===== src/rtl/matrix_fmt_pkg.sv =====
// Shared constants and state encoding for the matrix ASCII formatter.
package matrix_fmt_pkg;

    localparam logic [7:0] ASCII_ZERO  = 8'd48;
    localparam logic [7:0] ASCII_SPACE = 8'd32;
    localparam logic [7:0] ASCII_LF    = 8'd10;
    localparam logic [7:0] ASCII_CR    = 8'd13;

    typedef enum logic [3:0] {
        S_IDLE,
        S_FETCH,
        S_WAIT,
        S_CONV,
        S_EMIT_DIG,
        S_EMIT_SEP,
        S_EMIT_CR,
        S_EMIT_LF,
        S_DONE
    } fmt_state_e;

    function automatic logic is_emit(input fmt_state_e s);
        return s inside {S_EMIT_DIG, S_EMIT_SEP, S_EMIT_CR, S_EMIT_LF};
    endfunction

endpackage


===== src/rtl/matrix_ascii_formatter_bin2dec.sv =====
// Sequential binary to 3-digit BCD converter, one subtraction per cycle.
module bin2dec_digits #(
    parameter int ELEM_W = 8
) (
    input  logic              clk,
    input  logic              rst,
    input  logic              start,
    input  logic [ELEM_W-1:0] value,
    output logic              done,
    output logic [3:0]        dig_h,
    output logic [3:0]        dig_t,
    output logic [3:0]        dig_o,
    output logic [1:0]        ndig
);

    localparam logic [ELEM_W-1:0] HUNDRED = ELEM_W'(100);
    localparam logic [ELEM_W-1:0] TEN     = ELEM_W'(10);

    logic              running;
    logic              phase_tens;
    logic [ELEM_W-1:0] rem;

    always_ff @(posedge clk or posedge rst) begin
        if (rst) begin
            running    <= 1'b0;
            phase_tens <= 1'b0;
            rem        <= '0;
            dig_h      <= '0;
            dig_t      <= '0;
            dig_o      <= '0;
            done       <= 1'b0;
        end else begin
            done <= 1'b0;
            if (start) begin
                running    <= 1'b1;
                phase_tens <= 1'b0;
                rem        <= value;
                dig_h      <= '0;
                dig_t      <= '0;
            end else if (running) begin
                if (!phase_tens) begin
                    if (rem >= HUNDRED) begin
                        rem   <= rem - HUNDRED;
                        dig_h <= dig_h + 4'd1;
                    end else begin
                        phase_tens <= 1'b1;
                    end
                end else if (rem >= TEN) begin
                    rem   <= rem - TEN;
                    dig_t <= dig_t + 4'd1;
                end else begin
                    dig_o   <= rem[3:0];
                    running <= 1'b0;
                    done    <= 1'b1;
                end
            end
        end
    end

    // A zero value still reports one significant digit.
    assign ndig = (dig_h != 4'd0) ? 2'd3 : (dig_t != 4'd0) ? 2'd2 : 2'd1;

endmodule


===== src/rtl/matrix_ascii_formatter.sv =====
// Streams an R x C matrix as decimal ASCII rows over a valid/ready byte interface.
module matrix_ascii_formatter
    import matrix_fmt_pkg::*;
#(
    parameter int ELEM_W  = 8,
    parameter int MAX_DIM = 5,
    parameter int DIM_W   = 3,
    parameter int ADDR_W  = 5,
    parameter int CRLF    = 0
) (
    input  logic              clk,
    input  logic              rst,
    input  logic              start,
    input  logic [DIM_W-1:0]  rows,
    input  logic [DIM_W-1:0]  cols,
    output logic [ADDR_W-1:0] rd_addr,
    output logic              rd_en,
    input  logic [ELEM_W-1:0] rd_data,
    output logic [7:0]        tx_data,
    output logic              tx_valid,
    input  logic              tx_ready,
    output logic              new_line,
    output logic              busy,
    output logic              done
);

    fmt_state_e       state_q, state_nx;
    logic [DIM_W-1:0] rows_q, cols_q, r_q, c_q;
    logic [1:0]       dig_idx_q, dig_idx_nx;
    logic             conv_start, conv_done;
    logic [3:0]       dig_h, dig_t, dig_o, digit;
    logic [1:0]       ndig;
    logic [7:0]       tx_byte_nx;
    logic             xfer, last_col, last_row;

    function automatic logic [DIM_W-1:0] clip_dim(input logic [DIM_W-1:0] d);
        return (d > DIM_W'(MAX_DIM)) ? DIM_W'(MAX_DIM) : d;
    endfunction

    bin2dec_digits #(.ELEM_W(ELEM_W)) u_conv (
        .clk   (clk),
        .rst   (rst),
        .start (conv_start),
        .value (rd_data),
        .done  (conv_done),
        .dig_h (dig_h),
        .dig_t (dig_t),
        .dig_o (dig_o),
        .ndig  (ndig)
    );

    assign xfer     = tx_valid && tx_ready;
    assign last_col = (c_q + DIM_W'(1)) >= cols_q;
    assign last_row = (r_q + DIM_W'(1)) == rows_q;
    assign rd_addr  = ADDR_W'(r_q) * ADDR_W'(MAX_DIM) + ADDR_W'(c_q);
    assign new_line = tx_valid && (tx_data == ASCII_LF);

    always_ff @(posedge clk or posedge rst) begin
        if (rst) state_q <= S_IDLE;
        else     state_q <= state_nx;
    end

    // Emit states move on only when the current byte is taken.
    always_comb begin
        state_nx   = state_q;
        dig_idx_nx = dig_idx_q;
        case (state_q)
            S_IDLE:  if (start) state_nx = (rows == '0 || cols == '0) ? S_DONE : S_FETCH;
            S_FETCH: state_nx = S_WAIT;
            S_WAIT:  state_nx = S_CONV;
            S_CONV: if (conv_done) begin
                state_nx   = S_EMIT_DIG;
                dig_idx_nx = 2'd3 - ndig;
            end
            S_EMIT_DIG: if (xfer) begin
                if (dig_idx_q != 2'd2)  dig_idx_nx = dig_idx_q + 2'd1;
                else if (!last_col)     state_nx = S_EMIT_SEP;
                else if (CRLF != 0)     state_nx = S_EMIT_CR;
                else                    state_nx = S_EMIT_LF;
            end
            S_EMIT_SEP: if (xfer) state_nx = S_FETCH;
            S_EMIT_CR:  if (xfer) state_nx = S_EMIT_LF;
            S_EMIT_LF:  if (xfer) state_nx = last_row ? S_DONE : S_FETCH;
            S_DONE:  state_nx = S_IDLE;
            default: state_nx = S_IDLE;
        endcase
    end

    always_comb begin
        rd_en      = (state_q == S_FETCH);
        conv_start = (state_q == S_WAIT);
        busy       = (state_q != S_IDLE) && (state_q != S_DONE);
        done       = (state_q == S_DONE);
        case (dig_idx_nx)
            2'd0:    digit = dig_h;
            2'd1:    digit = dig_t;
            default: digit = dig_o;
        endcase
        case (state_nx)
            S_EMIT_DIG: tx_byte_nx = ASCII_ZERO + {4'd0, digit};
            S_EMIT_SEP: tx_byte_nx = ASCII_SPACE;
            S_EMIT_CR:  tx_byte_nx = ASCII_CR;
            S_EMIT_LF:  tx_byte_nx = ASCII_LF;
            default:    tx_byte_nx = 8'd0;
        endcase
    end

    // tx regs load from the next state, so a stall simply reloads the same byte.
    always_ff @(posedge clk or posedge rst) begin
        if (rst) begin
            rows_q    <= '0;
            cols_q    <= '0;
            r_q       <= '0;
            c_q       <= '0;
            dig_idx_q <= '0;
            tx_valid  <= 1'b0;
            tx_data   <= 8'd0;
        end else begin
            dig_idx_q <= dig_idx_nx;
            tx_valid  <= is_emit(state_nx);
            tx_data   <= tx_byte_nx;
            if (state_q == S_IDLE && start) begin
                rows_q <= clip_dim(rows);
                cols_q <= clip_dim(cols);
                r_q    <= '0;
                c_q    <= '0;
            end
            if (xfer && state_q == S_EMIT_SEP) c_q <= c_q + DIM_W'(1);
            if (xfer && state_q == S_EMIT_LF) begin
                c_q <= '0;
                r_q <= r_q + DIM_W'(1);
            end
        end
    end

endmodule


===== config.mk =====
export PLATFORM = sky130hd
export DESIGN_NAME = matrix_ascii_formatter
export DESIGN_NICKNAME = d
export VERILOG_FILES = /design/src/rtl/matrix_fmt_pkg.sv /design/src/rtl/matrix_ascii_formatter_bin2dec.sv /design/src/rtl/matrix_ascii_formatter.sv
export SDC_FILE = /design/constraint.sdc
export NUM_CORES = 1
export LEC_CHECK = 0
export ABC_AREA = 1
export CAP_MARGIN = 20
export CORE_MARGIN = 4
export CORE_UTILIZATION = 30
export DETAILED_ROUTE_END_ITERATION = 10
export GPL_TIMING_DRIVEN = 0
export PLACE_DENSITY = 0.6
export SYNTH_ARGS = -nofsm -noshare
export SYNTH_HDL_FRONTEND = slang
export SYNTH_SLANG_ARGS = --single-unit

===== constraint.sdc =====
create_clock -name clk -period 2.5 [get_ports clk]
set_input_delay 0.5 -clock clk [delete_from_list [all_inputs] [get_ports clk]]
set_output_delay 0.5 -clock clk [all_outputs]
set_load 0.005 [all_outputs]

Word level (Yosys, flattened, before mapping)
Cells that the tools add are included.

$add $sub $neg: 10. Multipliers: 1. Order comparisons: 5. Eq/ne operators: 19. Multiplexer cells: 50. Bitwise operators: 2. Reductions and logical operators: 26.

Operator list (count): $mux W4 (17); $mux W8 (5); $eq A4 B3 Y1 const B (8); $pmux W4 S8 (1); $pmux W7 S4 (1); $mux W3 (6); $reduce_bool A4 Y1 (4); $mux W1 (12); $mux W2 (6); $reduce_bool A2 Y1 (5); $reduce_and A3 Y1 (3); $add A4 B1 Y4 const B (2); $eq A4 B2 Y1 const B (2); $eq A8 B4 Y1 const B (1); $ge A8 B4 Y1 const B (1); $ge A8 B7 Y1 const B (1); $pmux W4 S2 (1); $sub A8 B4 Y8 const B (1); $sub A8 B7 Y8 const B (1); $add A6 B4 Y7 const A (1); $add A3 B1 Y3 const B (2); $gt A3 B3 Y1 const B (2); $logic_and A1 B1 Y1 (6); $logic_not A3 Y1 (2); 19 further kinds (22).

Bits in registers: 50. Bits of input ports: 18. Output and inout port bits: 18.

Logic depth before layout (Yosys ltp)
Depth in word-level cells: 10. Depth in mapped cells: 13.

Hierarchy
A second synthesis with hierarchy kept.

Cell total of the unflattened synthesis: 427. Area, all modules: 3239.4 µm².

Modules (own cells, without submodules): matrix_ascii_formatter (instances 1, cells each 237, area each 1788.0 µm², sequential area each 625.6 µm²); bin2dec_digits (instances 1, cells each 190, area each 1451.4 µm², sequential area each 575.6 µm²).

Worst setup path after synthesis
OpenSTA, ideal clock, no wires.

Path kind: register to output. From: reg r_q[0]. To: out rd_addr[3]. Arrival time: 1640 ps. Slack: 360 ps. Cell stages (with the launch flop): 5. Buffers on the path: 0. Path through: dfrtp_1 > ha_1 > ha_1 > fa_1 > xor2_1.

Longest elaborated chain between the ends: 2.

RTL lines: start: declaration (line matrix_ascii_formatter.sv:28) `logic [DIM_W-1:0] rows_q, cols_q, r_q, c_q;`; start signal: assignment (line matrix_ascii_formatter.sv:131) `r_q <= r_q + DIM_W'(1);`; $mul A3 B3 Y5 (line matrix_ascii_formatter.sv:55) `assign rd_addr = ADDR_W'(r_q) * ADDR_W'(MAX_DIM) + ADDR_W'(c_q);`; $add A5 B3 Y5 (line matrix_ascii_formatter.sv:55); end: declaration (line matrix_ascii_formatter.sv:16) `output logic [ADDR_W-1:0] rd_addr,`.

Every way passes these cells.

Final worst setup path
From: reg r_q[0]. To: out rd_addr[4].

The elaborated chain is that of the path after synthesis.

==> impl_metrics.toml <==
[status]
status = "complete, no violations"

[routing]
routedWlPerCell_microns = 11.8
ant_nets = 0
drt_iter0_markers = 101
via_per_inst = 4.62
wl_microns = 6780
drtPass1Iterations = 4
route.detailed.drc = 0
num_vias = 2660

[global_routing]
grt.total_usage = 0.115
grt_pass1_wl_microns = 12000
grt_max_degree = 43
antenna_found_initial = 0
grt_overflow_total = 0
grt_pass1_vias = 2665

[synth]
ys.flop_type = "dfrtp_1"
ys_warn_count = 0
ys_ff_latch = 48
synth-edff-count = 0
syn_inst = 394
synth_cell_types = 38
synthesis.area_sq_mm = 0.00315
yosysSeqAreaShare = 0.381
async_reset_ff_frac = 1.00
syn_area_per_cell_sq_um = 8.00

[setup_path]
required_ns = 2.00
worstPathMaxFanout = 2
arrival_ns = 1.96
cpMostUsedCell = "ha_4"
cp-end-kind = "output pin"
path_cells = "ha_4 -> ha_4 -> ha_1 -> nand3_1 -> nand2_1 -> xnor2_1 -> buf_2"
cp-start-kind = "register"
crit_start = "r_q[0]"
reg2reg_from = "c_q[0]"
max_stage_delay_ns = 0.45
cpMaxStageDelayCell = "dfrtp_2"
critPathKind = "reg2out"

[timing]
max_freq_mhz = 406
setup_violations = 0
fin_skew_ns = 0.00734
rsz0062_at_grt = "true"
slew_violations = 0
hold_viol = 0
layout_min_cycle_time_ns = 2.46
fin_crit_sh = 0.984
final.setup.tns_ns = 0
holdWs_ns = 0.395

[clocking]
cts_buffers = 5
cts_sinks = 48
clock_path_buffers = 2
htree_levels = 2
clk_pin_slew_worst_paths_ns = 0.10
insertion_delay_ns = 0.31
cts_tree = "yes"
clockRootBuffer = "clkbuf_8"

[flow_run]
cap_violations = 0

[layout]
multi_input_area_sq_mm = 0.00175
drive_above_1_share = 0.155
fin_area_sq_mm = 0.00387
regArea_sq_mm = 0.00120
syn2layout_area_growth_pct = 22.7
final_nets = 483
final_cell_mix = "86 x nand2_1, 52 x inv_1, 45 x dfrtp_1"
antenna_cells = 0
fillers = 1078
final_common_cell = "nand2_1"

[placement]
gp_congestion = 0.789
port_buffers = 33
placed_area_sq_mm = 0.00368
hpwl_microns = 5310

[hold_path]
hp-class = "in2async"

[floorplanning]
die_x_microns = 111
row_count = 37
initial_core_util = 0.307
dieHeight_microns = 111
ioPinCount = 36
coreArea_sq_mm = 0.0103
dieArea_sq_mm = 0.0122

[power]
power_w = 0.00418
ir_worst_vdd_v = 0.000593
power_leakage_nw = 1.89
cellPowerDensity_mw_per_mm2 = 1080
## layout make-up
cell class,instances,area share
inverter,59,0.0575
sequential,48,0.311
tap,136,0.0440
clock inverter,3,0.0123
clock buffer,5,0.0178
timing repair buffer,37,0.0934
buffer,7,0.0116
multi-input combinational,281,0.452
## state kept, by name, indices dropped and copies added, names as in the netlist
name / cells
tx_data: 6
r_q: 3
u_conv.dig_o: 4
state_q: 4
c_q: 3
rows_q: 3
u_conv.done: 1
u_conv.dig_h: 4
u_conv.dig_t: 4
cols_q: 3
u_conv.rem: 8
dig_idx_q: 2
u_conv.running: 1
u_conv.phase_tens: 1
tx_valid: 1
## logic make-up after synthesis
logic type,share of synthesized area
AO/OA/AOI/OAI,0.105
flip-flops,0.381
adder cells (fa/ha/maj),0.106
XOR/XNOR,0.0306
other,0.00119
AND/OR/NAND/NOR,0.292
buffers and inverters,0.0849
## cell usage after synthesis (3+ instances only)
cell type,n,area share
a21oi_1,14,0.022
buf_2,3,0.0048
dfrtp_1,48,0.38
ha_1,25,0.099
inv_1,53,0.063
inv_2,4,0.0048
nand2_1,86,0.10
nand2_2,4,0.0079
nand2_4,4,0.014
nand3_1,36,0.057
nand3_2,4,0.013
nand4_1,5,0.0099
nor2_1,23,0.027
nor2_4,5,0.018
nor3_1,3,0.0048
o21ai_0,30,0.048
o21ai_1,6,0.0095
o21ai_2,3,0.0083
or2_2,3,0.0060
xnor2_1,4,0.011
xor2_1,7,0.019
## worst max-delay path: cells and delay by family, from the launching register on
family / cells / cell delay (ns)
adder cells (fa/ha/maj): 3 / 0.77
flip-flops: 1 / 0.45
AND/OR/NAND/NOR: 2 / 0.17
XOR/XNOR: 1 / 0.13
buffers and inverters: 1 / 0.13
## worst paths after layout
kind                            cells past startpoint              end  slack, ns
worst max register to register                     13       tx_data[2]       0.24
worst min-delay path                                2    u_conv.rem[0]       0.40
min in group clk                                    2  u_conv.dig_o[1]       0.51
max in group asynchronous                           3       state_q[0]       1.64
worst min register to register                      2  u_conv.dig_o[1]       0.51
worst max-delay path                                7       rd_addr[4]       0.04
## report_power, final
group,switching [W],internal (W)
clock,0.000283,0.000302
sequential,0.000247,0.00107
combinational,0.00140,0.000881
## through the flow
step / instances / util / worst slack, ns
final: 576 / 0.377 / 0.0398
after global routing: 576 / 0.377 / -0.0512
after CTS: 576 / 0.377 / 0.00155
after detailed placement: 565 / 0.358 / -0.196
after global placement: 564 / 0.356 / -0.193
after floorplan: 395 / - / 0.360
## timing repair
item,CTS,global route
buffers inserted,3,0
pin swaps,1,3
hold buffers,0,0
gates resized for setup,18,5
endpoints found under the setup margin,3,4
## routing by layer
| layer | GRT usage | part of all wire | up-vias |
|---|---|---|---|
| met1 | 0.147 | 0.47 | 1235 |
| met2 | 0.198 | 0.49 | 51 |
| met5 | 0 | 0 | - |
| li1 | - | - | 1367 |
| met4 | 0.0296 | 0.0084 | 0 |
| met3 | 0.0252 | 0.037 | 7 |
(Power assumes the default switching activity.)
